[src/rtl/rf_arb_pkg.sv]
// Shared types and constants for the register-file write arbiter.
// Latency: n/a (package only).
// Backpressure: n/a (package only).
package rf_arb_pkg;

  // Arbitration state: normal A priority, or a one-cycle forced B grant.
  typedef enum logic {
    PRI_A   = 1'b0,
    FORCE_B = 1'b1
  } arb_state_e;

  // R0 is hard-wired zero in the register file.
  localparam logic [3:0] REG_ZERO = 4'h0;

  // Byte-select encodings driven towards the register file.
  localparam logic [1:0] BYTE_NONE = 2'b00;
  localparam logic [1:0] BYTE_LO   = 2'b01;
  localparam logic [1:0] BYTE_HI   = 2'b10;

  // Default number of consecutive refusals B tolerates before it is forced through.
  localparam int MAX_WAIT_DEF = 3;

  // Resolve the A byte-select pair. LLB wins over LHB, matching the register file.
  function automatic logic [1:0] byte_sel(input logic lo, input logic hi);
    if (lo) begin
      return BYTE_LO;
    end else if (hi) begin
      return BYTE_HI;
    end else begin
      return BYTE_NONE;
    end
  endfunction

endpackage

[src/rtl/rf_arb_starve_ctr.sv]
// Counts consecutive B refusals and forces a single B grant once the limit is hit.
// Latency: force_b_o is registered; it rises the cycle after the limiting refusal.
// Backpressure: none of its own; it only steers the grant in the top level.
module rf_arb_starve_ctr
  import rf_arb_pkg::*;
#(
  parameter int MAX_WAIT = MAX_WAIT_DEF  // legal range 1..15
) (
  input  logic clk,
  input  logic rst,
  input  logic refuse_i,   // B was valid and lost to A this cycle
  input  logic b_acc_i,    // B was accepted this cycle (incl. collision discard)
  output logic force_b_o
);

  localparam int CW = 4;
  localparam logic [CW-1:0] WAIT_LIMIT = CW'(MAX_WAIT);

  arb_state_e     state_q, state_d;
  logic [CW-1:0]  wait_cnt_q, wait_cnt_d;

  // State and refusal counter registers.
  always_ff @(posedge clk) begin
    if (rst) begin
      state_q    <= PRI_A;
      wait_cnt_q <= '0;
    end else begin
      state_q    <= state_d;
      wait_cnt_q <= wait_cnt_d;
    end
  end

  // Next state: count refusals in PRI_A, spend exactly one cycle in FORCE_B.
  always_comb begin
    state_d    = state_q;
    wait_cnt_d = wait_cnt_q;
    unique case (state_q)
      PRI_A: begin
        if (b_acc_i) begin
          wait_cnt_d = '0;
        end else if (refuse_i) begin
          wait_cnt_d = wait_cnt_q + 4'd1;
          if (wait_cnt_d == WAIT_LIMIT) begin
            state_d = FORCE_B;
          end
        end
      end
      FORCE_B: begin
        state_d    = PRI_A;
        wait_cnt_d = '0;
      end
      default: begin
        state_d    = PRI_A;
        wait_cnt_d = '0;
      end
    endcase
  end

  assign force_b_o = (state_q == FORCE_B);

endmodule

[src/rtl/rf_write_arbiter.sv]
// Arbitrates the single register-file write port between in-order writeback (A) and late writeback (B).
// Latency: an accepted request is written one cycle later, for exactly one cycle.
// Backpressure: A has fixed priority; B is forced through after MAX_WAIT refusals (optional bypass: RF_ARB_BYPASS_EN).
module rf_write_arbiter
  import rf_arb_pkg::*;
#(
  parameter int MAX_WAIT = MAX_WAIT_DEF,
  parameter int DW       = 16,
  parameter int RW       = 4
) (
  input  logic          clk,
  input  logic          rst,
  input  logic          a_valid,
  output logic          a_ready,
  input  logic [RW-1:0] a_reg,
  input  logic [DW-1:0] a_data,
  input  logic          a_llb,
  input  logic          a_lhb,
  input  logic          b_valid,
  output logic          b_ready,
  input  logic [RW-1:0] b_reg,
  input  logic [DW-1:0] b_data,
  output logic          WriteReg,
  output logic [RW-1:0] DstReg,
  output logic [DW-1:0] DstData,
  output logic          llb,
  output logic          lhb,
  output logic          b_starved
`ifdef RF_ARB_BYPASS_EN
  ,
  input  logic [RW-1:0] byp_reg1,
  input  logic [RW-1:0] byp_reg2,
  input  logic [DW-1:0] byp_old1,
  input  logic [DW-1:0] byp_old2,
  output logic          byp_hit1,
  output logic          byp_hit2,
  output logic [DW-1:0] byp_data1,
  output logic [DW-1:0] byp_data2
`endif
);

  logic          force_b;
  logic          collide;
  logic          a_acc;
  logic          b_acc;
  logic          refuse;
  logic [1:0]    bsel;

  logic          wr_q, wr_d;
  logic [RW-1:0] dst_reg_q, dst_reg_d;
  logic [DW-1:0] dst_data_q, dst_data_d;
  logic          llb_q, llb_d;
  logic          lhb_q, lhb_d;

  // Same-register collision: A is newer, so B is taken off its queue and dropped.
  assign collide = a_valid & b_valid & (a_reg == b_reg);

  assign a_ready = a_valid & ~force_b;
  assign b_ready = force_b | (b_valid & (~a_valid | collide));

  assign a_acc  = a_ready;
  assign b_acc  = b_valid & b_ready;
  assign refuse = a_valid & b_valid & ~collide & ~force_b;

  rf_arb_starve_ctr #(
    .MAX_WAIT (MAX_WAIT)
  ) u_starve (
    .clk       (clk),
    .rst       (rst),
    .refuse_i  (refuse),
    .b_acc_i   (b_acc),
    .force_b_o (force_b)
  );

  // Grant mux: A wins whenever it is accepted (covers collisions); R0 writes are swallowed.
  always_comb begin
    wr_d       = 1'b0;
    dst_reg_d  = dst_reg_q;
    dst_data_d = dst_data_q;
    bsel       = BYTE_NONE;
    if (a_acc) begin
      dst_reg_d  = a_reg;
      dst_data_d = a_data;
      bsel       = byte_sel(a_llb, a_lhb);
      wr_d       = (a_reg != RW'(REG_ZERO));
    end else if (b_acc) begin
      dst_reg_d  = b_reg;
      dst_data_d = b_data;
      wr_d       = (b_reg != RW'(REG_ZERO));
    end
    llb_d = wr_d & (bsel == BYTE_LO);
    lhb_d = wr_d & (bsel == BYTE_HI);
  end

  // Output stage towards the register file; reset discards any pending write.
  always_ff @(posedge clk) begin
    if (rst) begin
      wr_q       <= 1'b0;
      dst_reg_q  <= '0;
      dst_data_q <= '0;
      llb_q      <= 1'b0;
      lhb_q      <= 1'b0;
    end else begin
      wr_q       <= wr_d;
      dst_reg_q  <= dst_reg_d;
      dst_data_q <= dst_data_d;
      llb_q      <= llb_d;
      lhb_q      <= lhb_d;
    end
  end

  assign WriteReg  = wr_q;
  assign DstReg    = dst_reg_q;
  assign DstData   = dst_data_q;
  assign llb       = llb_q;
  assign lhb       = lhb_q;
  assign b_starved = force_b;

`ifdef RF_ARB_BYPASS_EN
  // Byte-wise merge of the in-flight write over the current register contents.
  function automatic logic [DW-1:0] byp_merge(input logic [DW-1:0] old_v,
                                              input logic [DW-1:0] new_v,
                                              input logic          lo,
                                              input logic          hi);
    if (lo) begin
      return {old_v[DW-1:8], new_v[7:0]};
    end else if (hi) begin
      return {new_v[DW-1:8], old_v[7:0]};
    end else begin
      return new_v;
    end
  endfunction

  assign byp_hit1  = wr_q & (dst_reg_q == byp_reg1);
  assign byp_hit2  = wr_q & (dst_reg_q == byp_reg2);
  assign byp_data1 = byp_hit1 ? byp_merge(byp_old1, dst_data_q, llb_q, lhb_q) : byp_old1;
  assign byp_data2 = byp_hit2 ? byp_merge(byp_old2, dst_data_q, llb_q, lhb_q) : byp_old2;
`endif

  // Byte selects are mutually exclusive and only ever accompany a real write.
  a_byte_excl: assert property (@(posedge clk) disable iff (rst) !(llb && lhb));
  a_byte_wr:   assert property (@(posedge clk) disable iff (rst) (llb || lhb) |-> WriteReg);

endmodule

[config.mk]
export PLATFORM = sky130hd
export DESIGN_NAME = rf_write_arbiter
export DESIGN_NICKNAME = d
export VERILOG_FILES = /design/src/rtl/rf_arb_pkg.sv /design/src/rtl/rf_arb_starve_ctr.sv /design/src/rtl/rf_write_arbiter.sv
export SDC_FILE = /design/constraint.sdc
export NUM_CORES = 1
export LEC_CHECK = 0
export CAP_MARGIN = 20
export CORE_MARGIN = 3
export CORE_UTILIZATION = 35
export DETAILED_ROUTE_END_ITERATION = 8
export PLACE_DENSITY = 0.75
export SYNTH_ARGS = -nofsm -noshare
export SYNTH_HDL_FRONTEND = slang
export SYNTH_HIERARCHICAL = 1
export SYNTH_SLANG_ARGS = --single-unit
[constraint.sdc]
create_clock -name clk -period 1.7 [get_ports clk]
set_input_delay 0.17 -clock clk [delete_from_list [all_inputs] [get_ports clk]]
set_output_delay 0.17 -clock clk [all_outputs]
set_load 0.01 [all_outputs]
# --- Word-level counts from Yosys, hierarchy flattened ---
# Index checks and enable logic that the tools add are counted.
word_totals:
  register_bits: 28
  elab_cells: 46
classes:
  add_sub_neg: 1
  n_eq_ne: 5
  n_mux: 16
  n_bitwise: 14
  reduce_logical: 3
op_table:
  columns: ["cell", "n"]
  rows:
  - ["$mux W16", 2]
  - ["$mux W4", 4]
  - ["$and A1 B1 Y1", 9]
  - ["$pmux W4 S2", 1]
  - ["$reduce_bool A4 Y1", 2]
  - ["$mux W2", 3]
  - ["$mux W1", 5]
  - ["$add A4 B1 Y4 const B", 1]
  - ["$eq A4 B2 Y1 const B", 1]
  - ["$eq A4 B4 Y1", 1]
  - ["$ne A3 B3 Y1 const B", 1]
  - ["$not A1 Y1", 3]
  - ["$eq A2 B1 Y1 const B", 1]
  - ["$eq A2 B2 Y1 const B", 1]
  - ["$or A1 B1 Y1", 2]
  - ["$pmux W1 S2", 1]
  - ["$reduce_bool A2 Y1", 1]

# --- Longest topological paths before layout ---
logic_depth:
  ltp_word: 9
  depth_mapped: 7

# --- Hierarchy ---
# Netlist, hierarchy kept.
modules_own_cells:
  columns: ["module", "n_inst", "cells_each", "area_each_um2"]
  rows:
  - ["rf_write_arbiter", 1, 112, 1116.1]
  - ["rf_arb_starve_ctr", 1, 26, 266.5]

# --- Worst setup path before layout ---
# No wires, ideal clock.
synth_timing:
  path_type: "reg2reg"
  startpoint: "register u_starve.state_q, in the netlist u_starve/force_b_o"
  endpoint: "register u_starve.state_q, in the netlist u_starve/force_b_o"
  setup_time_ns: 0.103
  t_arrival_ns: 1.646
  setup_slack_ns: -0.050
  path_stages_with_launch: 7
  path_buffers: 1
  period_less_slack_ns: 1.750
  path_cell_list: "dfxtp_1 -> nand2b_4 -> buf_6 -> a41oi_1 -> nor2b_1 -> or3_4 -> a2111oi_2"
synth_via:
  word_cells_on_any_way: 7
synth_rtl:
  columns: ["item", "line", "source"]
  rows:
  - ["start, declared", "rf_arb_starve_ctr.sv:19", "arb_state_e state_q, state_d;"]
  - ["start signal, assigned", "rf_arb_starve_ctr.sv:28", "state_q <= state_d;"]
  - ["$or A1 B1 Y1", "rf_write_arbiter.sv:59", "assign b_ready = force_b | (b_valid & (~a_valid | collide));"]
  - ["$and A1 B1 Y1", "rf_write_arbiter.sv:62", "assign b_acc = b_valid & b_ready;"]
  - ["named net b_acc", "rf_write_arbiter.sv:45", "logic b_acc;"]
  - ["$mux W1", "rf_arb_starve_ctr.sv:39", "if (b_acc_i) begin"]
  - ["$pmux W1 S2", "rf_arb_starve_ctr.sv:37", "unique case (state_q)"]
# The timed path passes the listed nets, and every way through them passes these cells.
# A chain may end at the register's enable or synchronous reset.

# --- Worst setup path in the final report ---
layout_timing:
  startpoint: "input a_reg[2]"
  endpoint: "register u_starve.state_q, in the netlist u_starve/force_b_o"
layout_via:
  elab_chain_cells: 8
  word_cells_on_any_way: 12
layout_lines:
  columns: ["item", "line", "source"]
  rows:
  - ["start, declared", "rf_write_arbiter.sv:15", "input logic [RW-1:0] a_reg,"]
  - ["$eq A4 B4 Y1", "rf_write_arbiter.sv:56", "assign collide = a_valid & b_valid & (a_reg == b_reg);"]
  - ["$and A1 B1 Y1", "rf_write_arbiter.sv:56", null]
  - ["$or A1 B1 Y1", "rf_write_arbiter.sv:59", null]
  - ["$and A1 B1 Y1", "rf_write_arbiter.sv:59", null]
  - ["$or A1 B1 Y1", "rf_write_arbiter.sv:59", null]
  - ["$and A1 B1 Y1", "rf_write_arbiter.sv:62", null]
  - ["named net b_acc", "rf_write_arbiter.sv:45", null]
  - ["$mux W1", "rf_arb_starve_ctr.sv:39", null]
  - ["$pmux W1 S2", "rf_arb_starve_ctr.sv:37", null]
# The timed path passes the listed nets, and every way through them passes these cells.

==> impl_metrics.py <==
metrics = {
    "yosys": {
        "synth_cells": 138,
        "syn-cell-area_um2": 1383,
        "ys_ff_latch": 28,
        "async_reset_ff_frac": 0,
        "netlist.area_leader.share": 0.4054,
        "synth_flop_cell": "dfxtp_1",
        "synth_top_area_cell": "dfxtp_1",
        "synth_area_per_cell_um2": 10.02,
        "synth_seq_area_share": 0.4054,
        "synth_cell_types": 36,
        "yosys_warnings": 6,
        "synth-edff-count": 0,
        "syn_nets": 186,
        "ys_top_cells_by_area": "dfxtp_1 (41%), mux2i_1 (14%), a211oi_1 (11%)",
    },
    "grt": {
        "grt_max_degree": 43,
        "grt-ovfl-total": 0,
        "gr-usage-all-layers": 0.1821,
        "grt_busiest_layer": "met2",
        "grt_pass1_wl_um": 6423,
        "antenna_found_initial": 0,
        "first_global_vias": 1432,
        "met1_usage": 0.2036,
        "use_met2": 0.3131,
        "met3_usage": 0.04700,
    },
    "floorplanning": {
        "die_area_um2": 4740,
        "coreArea_um2": 3744,
        "io_pins": 72,
        "die-width_um": 68.85,
        "start_util": 0.3693,
        "rows": 22,
        "die_y_um": 68.85,
    },
    "sta": {
        "skew_ns": 0.001097,
        "hold_ws_ns": 0.4808,
        "hold_viol": 0,
        "finalSetupViolCount": 0,
        "report.final.slew_viol_count": 0,
        "max_slew_margin": 0.6994,
        "worst_pin_slew_ns": 0.4467,
        "rsz0062_at_grt": "true",
        "period_minus_slack_ns": 1.676,
        "fin_crit_sh": 0.9862,
        "fmax_mhz": 596.5,
    },
    "routing": {
        "routed_via_density": 5.030,
        "drtIter0Drc": 42,
        "drtAntennaViolNets": 0,
        "wl_per_cell_um": 15.18,
        "vias": 1343,
        "wl_um": 4052,
        "dr.pass1.iters": 4,
        "drc_errors": 0,
    },
    "status": {
        "status": "finished clean",
    },
    "critical_path": {
        "path_cells": "clkdlybuf4s50_1 -> xnor2_1 -> a41oi_2 -> nor2b_1 -> or3_4 -> a2111oi_4",
        "end_kind": "flop",
        "cp_slowest_cell": "clkdlybuf4s50_1",
        "cp.required_ns": 1.88,
        "r2r-start": "u_starve/force_b_o",
        "start_kind": "input port",
        "critPathBufInv": 1,
        "crit_start": "a_reg[2]",
        "path_delay_family": "compound AO/OA/AOI/OAI gates",
        "crit_type": "in -> reg",
        "worst_ep_arrival_time_ns": 1.86,
        "slowest_delay_ns": 0.44,
        "path_max_fanout": 3,
    },
    "final_layout": {
        "final_nets": 268,
        "antenna_cells": 0,
        "area_delta_synth_final_pct": 64.52,
        "utilization": 0.6076,
        "drive_gt1_frac": 0.1507,
    },
    "clock_tree": {
        "post_cts_buffers": 0,
        "cts_root_buf": "clkbuf_8",
        "ctsHoldBuffers": 0,
        "clk_pin_slew_ns": 0.10,
        "cts_max_level": 1,
        "cts.sinks": 28,
        "clk_path_buf_depth": 2,
        "clk_latency_ns": 0.27,
        "cts_tree": "built",
        "cts_buffers": 3,
    },
    "pwr": {
        "power.density_nw_per_um2": 684.3,
        "power.leakage_nw": 0.9222,
        "peakVddDrop_mv": 0.3329,
    },
    "hold_path": {
        "hold_path_class": "in -> reg",
        "hp-start": "a_data[15]",
    },
    "place": {
        "port_buffers": 71,
        "dp_hpwl_um": 2940,
        "place.gp.congestion": 0.7291,
    },
    "flow_run": {
        "cap_violations": 0,
    },
}
metal layers:
| metal | vias up | wire length, um |
|---|---|---|
| met5 | - | 0 |
| met4 | 0 | 39 |
| met3 | 4 | 331 |
| met2 | 58 | 2030 |
| met1 | 619 | 1650 |
| li1 | 662 | - |
logic make-up (layout without fill, tap and decap cells):
group,count (synthesis),in the layout,share of synthesized area
multiplexers,21,21,0.1529
AND/OR/NAND/NOR,41,41,0.1529
buffers and inverters,13,94,0.07692
flip-flops,28,28,0.4054
XOR/XNOR,6,6,0.03801
AO/OA/AOI/OAI,27,27,0.1557
adder cells (fa/ha/maj),2,2,0.01810
state kept, by name, indices dropped and copies added, names as in the netlist:
register / cells
u_starve/wait_cnt_q: 4
DstData: 16
lhb: 1
DstReg: 4
llb: 1
u_starve/force_b_o: 1
WriteReg: 1
cell usage after synthesis, types with 2 or more instances:
cell type,instances
dfxtp_1,28
nor2_1,24
a211oi_1,20
mux2i_1,20
xnor2_1,5
buf_2,3
buf_6,3
a21oi_1,2
clkbuf_1,2
ha_1,2
inv_1,2
nand4_1,2
nor4_1,2
final cells by class:
type                            instances  area [um^2]
Inverter                                2        7.507
Clock buffer                            4        55.05
Multi-Input combinational cell         97        752.0
Timing Repair Buffer                   88        839.6
Fill cell                             326         1469
Tap cell                               48        60.06
Sequential cell                        28        560.5
power breakdown:
group	total [mW]	leakage (nW)	internal (mW)	switching, mW
Combinational	0.410	0.661	0.251	0.160
Sequential	0.725	0.232	0.699	0.0261
Clock	0.422	0.0288	0.208	0.214
Total	1.56	0.922	1.16	0.400
worst reg2reg max path, cell delays in order, from the launching register on:
cell and delay (ns):
dfxtp_1 0.33, nand2b_4 0.15, a41oi_2 0.23, nor2b_1 0.10, or3_4 0.40, a2111oi_4 0.32
cells in the final DEF (no fill, tap or decap), drive strengths merged, types with 2 or more instances in the layout:
cell type	synthesis	routed
a211oi	21	21
clkdlybuf4s50	0	69
clkbuf	2	4
ha	2	2
nand4	2	2
nor2	24	24
buf	9	17
xnor2	5	5
dfxtp	28	28
a21oi	2	2
mux2i	20	20
nand2b	2	2
inv	2	2
nor4	2	2
repair_timing:
item                                    4_1_cts  5_1_grt
endpoints found under the setup margin        1        4
pin swaps                                     0        3
gates resized for setup                       2        5
stage by stage:
step                cell area (um^2)  TNS [ns]  instances  power, mW  setup slack (ns)
finish                          2275         0        267      1.557           0.02353
floorplan                       1390         0        138     0.9075          0.004255
detailed placement              2190    -1.085        263      1.143           -0.2360
global placement                2190   -0.8933        263      1.130           -0.2265
global route                    2275  -0.01885        267      1.626          -0.01470
CTS                             2251         0        267      1.565           0.01703
final timing paths:
path	end	slack, ns	cells after the start
max reg2reg	u_starve/force_b_o	0.08	5
min	DstData[15]	0.48	3
min reg2reg	DstData[0]	0.56	2
max	u_starve/force_b_o	0.02	6
Power figures use the tool's default switching activity.
